[config.mk]
export PLATFORM = sky130hd
export DESIGN_NAME = wrapper_digest_packetiser
export DESIGN_NICKNAME = d
export VERILOG_FILES = /design/src/rtl/wrapper_digest_pkg.sv /design/src/rtl/wrapper_digest_buffer.sv /design/src/rtl/wrapper_digest_packetiser.sv
export SDC_FILE = /design/constraint.sdc
export NUM_CORES = 1
export LEC_CHECK = 0
export CAP_MARGIN = 0
export CORE_UTILIZATION = 40
export CTS_BUF_LIST = sky130_fd_sc_hd__clkbuf_4
export DETAILED_ROUTE_END_ITERATION = 10
export PLACE_DENSITY = 0.68
export SLEW_MARGIN = 20
export SYNTH_ARGS = -nofsm -noshare
export SYNTH_HDL_FRONTEND = slang
export SYNTH_SLANG_ARGS = --single-unit
[constraint.sdc]
create_clock -name clk -period 43.7 [get_ports clk]
set_input_delay 10.925 -clock clk [delete_from_list [all_inputs] [get_ports clk]]
set_output_delay 10.925 -clock clk [all_outputs]
set_load 0.02 [all_outputs]
[src/rtl/wrapper_digest_pkg.sv]
// wrapper_digest_pkg: shared constants, FSM state type and word-count helper
// for the digest packetiser. Optional header build: WRAPPER_DIGEST_PKT_HDR_EN.
package wrapper_digest_pkg;

  localparam int DIGEST_W_D = 256;
  localparam int DATA_W_D   = 64;
  localparam int SEQ_W      = 32;

  typedef enum logic [1:0] {
    IDLE = 2'd0,
    HDR  = 2'd1,
    DATA = 2'd2
  } state_e;

  function automatic int words_f(input int dw, input int w);
    return dw / w;
  endfunction

endpackage

[src/rtl/wrapper_digest_buffer.sv]
// wrapper_digest_buffer: 2-entry digest FIFO with 1-bit wrapping pointers.
// Ports: clk, rst (sync, high), i_push/i_data, i_pop, o_head, o_count,
// o_full, o_empty. Caller guarantees no push when full without a pop.
module wrapper_digest_buffer
  import wrapper_digest_pkg::*;
#(
  parameter int W = DIGEST_W_D
) (
  input  logic         clk,
  input  logic         rst,
  input  logic         i_push,
  input  logic [W-1:0] i_data,
  input  logic         i_pop,
  output logic [W-1:0] o_head,
  output logic [1:0]   o_count,
  output logic         o_full,
  output logic         o_empty
);

  logic [W-1:0] r_mem [2];
  logic         r_wptr;
  logic         r_rptr;
  logic [1:0]   r_count;

  // Push-while-full only happens with a same-cycle pop, so the slot
  // written is the one just released by the head.
  always_ff @(posedge clk) begin
    if (i_push) r_mem[r_wptr] <= i_data;
  end

  always_ff @(posedge clk) begin
    if (rst) begin
      r_wptr  <= 1'b0;
      r_rptr  <= 1'b0;
      r_count <= 2'd0;
    end else begin
      if (i_push) r_wptr <= ~r_wptr;
      if (i_pop)  r_rptr <= ~r_rptr;
      unique case ({i_push, i_pop})
        2'b10:   r_count <= r_count + 2'd1;
        2'b01:   r_count <= r_count - 2'd1;
        default: r_count <= r_count;
      endcase
    end
  end

  assign o_head  = r_mem[r_rptr];
  assign o_count = r_count;
  assign o_full  = (r_count == 2'd2);
  assign o_empty = (r_count == 2'd0);

endmodule

[src/rtl/wrapper_digest_packetiser.sv]
// wrapper_digest_packetiser: buffers digests and streams them MSW-first as
// AXI-Stream packets. Ports: clk, rst (sync, high), hash_valid_i, digest_i,
// m_tdata_o/m_tvalid_o/m_tready_i/m_tlast_o, overflow_o (sticky), busy_o.
// WRAPPER_DIGEST_PKT_HDR_EN prepends a sequence-number header word.
module wrapper_digest_packetiser
  import wrapper_digest_pkg::*;
#(
  parameter int DIGEST_W = DIGEST_W_D,
  parameter int DATA_W   = DATA_W_D
) (
  input  logic                clk,
  input  logic                rst,
  input  logic                hash_valid_i,
  input  logic [DIGEST_W-1:0] digest_i,
  output logic [DATA_W-1:0]   m_tdata_o,
  output logic                m_tvalid_o,
  input  logic                m_tready_i,
  output logic                m_tlast_o,
  output logic                overflow_o,
  output logic                busy_o
);

  localparam int WORDS = words_f(DIGEST_W, DATA_W);
  localparam int IDX_W = (WORDS > 1) ? $clog2(WORDS) : 1;

`ifdef WRAPPER_DIGEST_PKT_HDR_EN
  localparam state_e START = HDR;
`else
  localparam state_e START = DATA;
`endif

  state_e               r_state;
  state_e               w_state_nxt;
  logic [IDX_W-1:0]     r_idx;
  logic [IDX_W-1:0]     w_idx_nxt;
  logic                 r_ovf;

  logic                 w_hs;
  logic                 w_last;
  logic                 w_pop;
  logic                 w_push;
  logic                 w_more;
  logic [DIGEST_W-1:0]  w_head;
  logic [DIGEST_W-1:0]  w_shift;
  logic [1:0]           w_count;
  logic                 w_full;
  logic                 w_empty;

  assign m_tvalid_o = (r_state != IDLE);
  assign w_hs       = m_tvalid_o & m_tready_i;
  assign w_last     = (r_state == DATA) && (int'(r_idx) == WORDS - 1);
  assign w_pop      = w_hs & w_last;
  // A full buffer still accepts when its head leaves in the same cycle.
  assign w_push     = hash_valid_i & (~w_full | w_pop);
  // Something left to send after the pop: count - 1 + push > 0.
  assign w_more     = ({1'b0, w_count} + {2'b00, w_push}) > 3'd1;

  wrapper_digest_buffer #(
    .W (DIGEST_W)
  ) u_buf (
    .clk     (clk),
    .rst     (rst),
    .i_push  (w_push),
    .i_data  (digest_i),
    .i_pop   (w_pop),
    .o_head  (w_head),
    .o_count (w_count),
    .o_full  (w_full),
    .o_empty (w_empty)
  );

  always_ff @(posedge clk) begin
    if (rst) begin
      r_state <= IDLE;
      r_idx   <= '0;
    end else begin
      r_state <= w_state_nxt;
      r_idx   <= w_idx_nxt;
    end
  end

  always_comb begin
    w_state_nxt = r_state;
    w_idx_nxt   = r_idx;
    unique case (r_state)
      IDLE: begin
        if (!w_empty || w_push) begin
          w_state_nxt = START;
          w_idx_nxt   = '0;
        end
      end
      HDR: begin
        if (w_hs) w_state_nxt = DATA;
      end
      DATA: begin
        if (w_hs) begin
          if (w_last) begin
            w_idx_nxt   = '0;
            w_state_nxt = w_more ? START : IDLE;
          end else begin
            w_idx_nxt = r_idx + IDX_W'(1);
          end
        end
      end
      default: w_state_nxt = IDLE;
    endcase
  end

  always_ff @(posedge clk) begin
    if (rst)                         r_ovf <= 1'b0;
    else if (hash_valid_i & ~w_push) r_ovf <= 1'b1;
  end

  // Word k of the head is its k-th most significant DATA_W slice.
  assign w_shift = w_head >> (DATA_W * (WORDS - 1 - int'(r_idx)));

`ifdef WRAPPER_DIGEST_PKT_HDR_EN
  logic [SEQ_W-1:0] r_seq;

  always_ff @(posedge clk) begin
    if (rst)        r_seq <= '0;
    else if (w_pop) r_seq <= r_seq + SEQ_W'(1);
  end

  always_comb begin
    m_tdata_o = '0;
    if (r_state == DATA)     m_tdata_o = w_shift[DATA_W-1:0];
    else if (r_state == HDR) m_tdata_o = DATA_W'(r_seq);
  end
`else
  always_comb begin
    m_tdata_o = '0;
    if (r_state == DATA) m_tdata_o = w_shift[DATA_W-1:0];
  end
`endif

  assign m_tlast_o  = w_last;
  assign overflow_o = r_ovf;
  assign busy_o     = ~w_empty | (r_state != IDLE);

endmodule

==> reports/qor.txt, run 1 <==
Outcome = finished clean
Starting Density = 40.88%
Die Wd = 226.4 µm
Syn_nets = 1265
GP Congestion = 0.7500
Min-delay src = overflow_o
Clock tree buffer depth = 3
Yosys top cell by area = edfxtp_1
Sequential Power Share = 53.0%
Worst vdd ir = 22.98 µV
Worst stage delay on the critical path = 790 ps
CP Buf/Inv Count = 4
RSZ-0062 raised after global routing = false
Clock power frac = 37.2%
Warnings from Yosys = 0
Clock Pin Slew Worst Setup and Hold Paths = 60 ps
Final Hold Fails = 0
Final core utilization = 52.37%
Register Area = 15570 µm²
Int Pwr = 880.4 µW
Critical Path, Cell by Cell = buf_4, buf_4, mux4_2, inv_1, a21oi_1, clkdlybuf4s50_1
P_sw = 256.2 µW
Total Die Area = 51240 µm²
Max Slew Vio Count = 0
Fillers = 4062
First-pass GRT wire length = 69080 µm
Post-synth EDFFs = 512
H-tree depth = 4
Multi-input gate area = 4020 µm²
Core Box Area = 49250 µm²
Grt ovf = 0
Syn Area/Cell = 20.08 µm²
Total wire length = 46680 µm
Fin crit share = 35.27%
Vias/cell = 5.050
Crit-path max FO = 55
Fmax = 64.89 MHz
Hold buffers post-CTS = 0
Max-Cap Viols = 0
# DRC = 0
Clock Latency Late Sink = 920 ps
Largest net degree at the start of global routing = 74
DR iter-0 viols = 682
Sequential element share of the synthesized area = 77.25%
Combinational group share of total power = 9.8%
Most frequent cell on the critical path = buf_4
PostCTS Resize Cnt = 0
Vias in the first global route = 11.75k
Synth top cells by count = edfxtp_1, mux2_2, a21oi_1
Share of layout cells above drive strength 1 = 28.61%
TritonCTS clock tree = yes
Clock skew = 36.12 ps
Setup TNS = 0 ps
I/O Buffers = 327
Routed WL per cell = 21.44 µm
Post-synth top area share = 76.36%
Asr flop ratio synth = 0%
Area grow syn2layout = 28.11%
Synth top area cells = edfxtp_1, mux2_2, mux4_2
Leakage = 8.673 nW
Main synth FF type = edfxtp_1
Rows = 81
Min Hold Slack = 494.4 ps
FF-to-FF Start = r_idx[0]
Post-Syn Area = 20140 µm²
Gr usage total = 18.53%
Die H = 226.4 µm
Final ANT Viol Nets = 0
Mapped Cells = 1003
Cell family with most CP delay = buffers and inverters
Netlist cell types = 32
Clock Root Buffer = clkbuf_4
Min-Delay Path Class = flip-flop to flip-flop
Total CTS buffers = 139
Flops & latches, synth = 521
Worst setup EP type = output port
DP Wirelength = 27090 µm
Power Dens Cells = 44.06 nW/µm²
# nets final = 1687
Critical path arrival = 4490 ps
Startpoint types = flip-flop
Switching Share = 22.54%
Post-CTS setup buffer count = 0
Relative slew slack = 26.49%
Setup CP Type = flip-flop to output port
CP max stage cell = buf_4
Final min period = 15410 ps
# clock sinks = 521
Worst EP required = 32780 ps
Vias = 10.99k
Num ports = 328
Most common cell in the netlist = edfxtp_1
Drt pass-1 iters = 5
Initial antenna violation count = 5
# setup viols final = 0
Worst-margin pin slew = 1102 ps
per-layer routing:
metal | GRT usage, % | routed length, µm | vias to the layer above
met5 | 0 | 44 | -
met4 | 6.997 | 851 | 6
met3 | 7.166 | 3539 | 61
met2 | 29.75 | 23220 | 373
met1 | 22.58 | 19020 | 5549
li1 | - | - | 5004
power by group through the flow:
| stage | combinational (mW) | clock, mW | sequential (mW) |
|---|---|---|---|
| 3_3_place_gp | 0.111 | 0 | 0.611 |
| 5_1_grt | 0.120 | 0.463 | 0.605 |
| 3_5_place_dp | 0.113 | 0 | 0.613 |
| 2_1_floorplan | 0.0568 | 0 | 0.619 |
| 6_report | 0.112 | 0.423 | 0.602 |
| 4_1_cts | 0.113 | 0.441 | 0.602 |
layout by cell type, fill, tap and decap left out, drive strengths merged:
| cell | netlist | final |
|---|---|---|
| edfxtp | 512 | 512 |
| clkdlybuf4s50 | 0 | 327 |
| clkbuf | 30 | 205 |
| mux2 | 129 | 129 |
| inv | 66 | 71 |
| a21oi | 68 | 68 |
| mux4 | 64 | 64 |
| o221ai | 64 | 64 |
| buf | 29 | 13 |
| clkinv | 0 | 10 |
| dfxtp | 9 | 9 |
| nor2 | 6 | 6 |
| bufinv | 0 | 4 |
| diode | 0 | 3 |
| nor2b | 3 | 3 |
| or3 | 2 | 2 |
| nor3 | 2 | 2 |
| o21ai | 2 | 2 |
| xnor2 | 2 | 2 |
| ha | 2 | 2 |
| clkinvlp | 0 | 2 |
| and2 | 2 | 2 |
| nand3 | 1 | 1 |
| nand2b | 1 | 1 |
| or2 | 1 | 1 |
| a21boi | 1 | 1 |
| xor2 | 1 | 1 |
| nor4 | 1 | 1 |
| nor3b | 1 | 1 |
| nand4b | 1 | 1 |
| a31oi | 1 | 1 |
| nand2 | 1 | 1 |
| o21ba | 1 | 1 |
through the flow:
stage                     cell area, µm²  power (mW)  setup slack, ps  instances
final                              25790       1.137            28290       2177
after floorplan                    20140      0.6758            20830       1003
after CTS                          25770       1.157            28000       2173
after detailed placement           24030      0.7254            28210       1947
after global placement             24030      0.7219            28250       1947
after global routing               25790       1.188            27880       2176
tightest hold or removal path, cell delays in order (launching register included):
cell     delay [ps]
dfxtp_1         340
a31oi_1          50
nor2_1           70
layout make-up:
type / count / area share, %
diodes: 3 / 0.02910
repair buffers: 340 / 13.12
flip-flops and latches: 521 / 60.36
clock inverters: 21 / 0.7615
well taps: 664 / 3.221
clock buffers: 205 / 5.966
multi-input cells: 357 / 15.59
inverters: 66 / 0.9604
logic make-up (layout without fill, tap and decap cells):
| logic type | after synthesis | count (layout) | synth area share (%) |
|---|---|---|---|
| AO/OA/AOI/OAI | 137 | 137 | 4.642 |
| adder cells (fa/ha/maj) | 2 | 2 | 0.1243 |
| AND/OR/NAND/NOR | 22 | 22 | 0.5966 |
| multiplexers | 193 | 193 | 14.37 |
| flip-flops | 521 | 521 | 77.25 |
| XOR/XNOR | 3 | 3 | 0.1305 |
| other | 0 | 3 | 0 |
| buffers and inverters | 125 | 632 | 2.883 |
final timing paths:
| kind | end | slack, ps | depth (start not counted) |
|---|---|---|---|
| hold / removal | overflow_o | 490 | 2 |
| setup reg to reg | u_buf.r_mem[0][154] | 37970 | 9 |
| hold reg to reg | overflow_o | 490 | 2 |
| setup / recovery | m_tdata_o[41] | 28290 | 6 |
sequential cells by signal, indices dropped and copies added (netlist names), named ones only:
| name | cells |
|---|---|
| overflow_o | 1 |
| u_buf.r_rptr | 1 |
| u_buf.o_count | 2 |
| r_state | 1 |
| r_idx | 2 |
| u_buf.r_mem | 512 |
| u_buf.r_wptr | 1 |
Note: power is estimated with default switching activity, not from simulation.
==> run 2, diff against run 1 <==
--- a/config.mk
+++ b/config.mk
@@ -9,7 +9,7 @@
 export CORE_UTILIZATION = 40
 export CTS_BUF_LIST = sky130_fd_sc_hd__clkbuf_4
 export DETAILED_ROUTE_END_ITERATION = 10
-export PLACE_DENSITY = 0.68
+export PLACE_DENSITY = 0.7
 export SLEW_MARGIN = 20
 export SYNTH_ARGS = -nofsm -noshare
 export SYNTH_HDL_FRONTEND = slang
==> constraint.sdc (replaced) <==
create_clock -name clk -period 13.5 [get_ports clk]
set_input_delay 3.375 -clock clk [delete_from_list [all_inputs] [get_ports clk]]
set_output_delay 3.375 -clock clk [all_outputs]
set_load 0.02 [all_outputs]
==> run 2 against run 1 <==
Compared with the run above: critical path depth decreased by 1; highest routed layer unchanged; largest cell class unchanged; worst setup slack got worse by 22000 ps; critical path type unchanged; sequential cell count unchanged; count of clock-buffer cells in the layout decreased by 6.
==> reports/qor.txt, run 2 (synthesized netlist as in run 1, its figures left out) <==
Outcome = finished clean (unchanged)
Inst Count DP = 1946 (was 1947)
Rows = 81 (unchanged)
Starting Density = 40.88% (unchanged)
Sequential Power Share = 52.2% (was 53.0%)
Vias/cell = 5.067 (was 5.050)
Post-CTS setup buffer count = 0 (unchanged)
CP max stage cell = dfxtp_4 (was buf_4)
Clock Latency Late Sink = 970 ps (was 920 ps)
Core Box Area = 49250 µm² (unchanged)
Leakage = 8.679 nW (was 8.673 nW)
Clock tree buffer depth = 3 (unchanged)
Combinational group share of total power = 9.7% (was 9.8%)
Die H = 226.4 µm (unchanged)
RSZ-0062 raised after global routing = false (unchanged)
Worst EP required = 10120 ps (was 32780 ps)
Largest net degree at the start of global routing = 145 (was 74)
# nets final = 1686 (was 1687)
Total wire length = 45810 µm (was 46680 µm)
Routed WL per cell = 21.03 µm (was 21.44 µm)
Switching Share = 22.49% (was 22.54%)
Clock Root Buffer = clkbuf_4 (unchanged)
Relative slew slack = 28.20% (was 26.49%)
H-tree depth = 4 (unchanged)
GP Congestion = 0.7629 (was 0.7500)
I/O Buffers = 327 (unchanged)
Final min period = 7588 ps
Vias = 11.04k (was 10.99k)
Gr usage total = 18.11% (was 18.53%)
Worst stage delay on the critical path = 960 ps (was 790 ps)
# DRC = 0 (unchanged)
Clock skew = 63.50 ps (was 36.12 ps)
Max Slew Vio Count = 0 (unchanged)
Final Instance Area = 25840 µm² (was 25790 µm²)
Crit-path max FO = 60 (was 55)
Post-place instance area = 24040 µm² (was 24030 µm²)
Grt ovf = 0 (unchanged)
DP Wirelength = 26920 µm (was 27090 µm)
Clock Pin Slew Worst Setup and Hold Paths = 60 ps (about the same)
Final Hold Fails = 0 (unchanged)
DR iter-0 viols = 598 (was 682)
Num ports = 328 (unchanged)
TritonCTS clock tree = yes (unchanged)
Setup CP Type = flip-flop to output port (unchanged)
Fin cells = 2178 (was 2177)
Worst-margin pin slew = 1077 ps (was 1102 ps)
Hold buffers post-CTS = 0 (unchanged)
Area grow syn2layout = 28.34% (was 28.11%)
Max reg flops = 512 (unchanged)
Final core utilization = 52.47% (was 52.37%)
Cell family with most CP delay = buffers and inverters (unchanged)
Most frequent cells in the layout = edfxtp_1, clkdlybuf4s50_1, clkbuf_4, mux2_2, a21oi_1 (unchanged)
Critical path arrival = 4210 ps (was 4490 ps)
Startpoint types = flip-flop (unchanged)
Critical Path, Cell by Cell = buf_4, mux4_2, inv_1, a21oi_1, clkdlybuf4s50_1 (was buf_4, buf_4, mux4_2, inv_1, a21oi_1, clkdlybuf4s50_1)
Fin crit share = 56.21%
Max-Cap Viols = 0 (unchanged)
Initial antenna violation count = 7 (was 5)
Total CTS buffers = 140 (was 139)
# clock sinks = 521 (unchanged)
Total Die Area = 51240 µm² (unchanged)
Worst setup slack after layout = 5912 ps (was 28290 ps)
Worst setup EP type = output port (unchanged)
PostCTS Resize Cnt = 0 (unchanged)
Drt pass-1 iters = 5 (unchanged)
Setup TNS = 0 ps (unchanged)
P_sw = 838.5 µW (was 256.2 µW)
First-pass GRT wire length = 67770 µm (was 69080 µm)
Top reg by flops = u_buf.r_mem (unchanged)
Power Dens Cells = 144.3 nW/µm² (was 44.06 nW/µm²)
Die Wd = 226.4 µm (unchanged)
Int Pwr = 2.890 mW (was 880.4 µW)
CP Buf/Inv Count = 3 (was 4)
Share of layout cells above drive strength 1 = 28.18% (was 28.61%)
Vias in the first global route = 12.17k (was 11.75k)
Clock power frac = 38.1% (was 37.2%)
Final ANT Viol Nets = 0 (unchanged)
Min-Delay Path Class = flip-flop to flip-flop (unchanged)
Setup WS pre-CTS = 6163 ps (was 28210 ps)
Commonest non-fill, non-tap cell in the layout = edfxtp_1 (unchanged)
Worst vdd ir = 82.71 µV (was 22.98 µV)
# setup viols final = 0 (unchanged)
Fmax = 131.8 MHz
[run 2: tightest hold or removal path: stages (launching register included)]
cell	delay, ps
dfxtp_1	340
a31oi_1	50
nor2_1	70
[run 2: cell type report]
cell class,instances,area [µm²]
diodes,6,15.01
multi-input cells,357,4020
repair buffers,338,3368
fillers,3999,23410
flip-flops and latches,521,15570
well taps,664,830.8
inverters,66,247.7
clock buffers,199,1494
clock inverters,27,296.5
[run 2: metal layers]
metal | global-route usage, % | routed length [µm] | vias to the layer above
li1 | - | - | 5019
met3 | 6.674 | 3495 | 86
met2 | 29.98 | 23570 | 364
met5 | 0 | 19 | -
met1 | 20.96 | 17760 | 5564
met4 | 8.173 | 967 | 2
[run 2: through the flow]
step | power, mW | hold WS, ps
4_1_cts | 3.789 | 500.2
5_1_grt | 3.895 | 524.3
2_1_floorplan | 2.174 | 481.3
3_5_place_dp | 2.347 | 483.8
6_report | 3.729 | 503.3
3_3_place_gp | 2.335 | 479.4
[run 2: path summary, 6_finish.rpt]
kind | start | end | slack (ps) | depth (start not counted)
worst max-delay path | flip-flop | m_tdata_o[49] | 5910 | 5
worst min-delay path | overflow_o | overflow_o | 500 | 2
worst max register to register | r_idx[0] | u_buf.r_mem[0][176] | 8340 | 8
worst min register to register | overflow_o | overflow_o | 500 | 2
[run 2: power groups by stage]
stage	registers (mW)	logic [mW]	clock network [mW]
floorplan	1.99	0.184	0
global placement	1.97	0.361	0
detailed placement	1.98	0.365	0
CTS	1.95	0.367	1.47
global route	1.96	0.388	1.55
finish	1.95	0.361	1.42
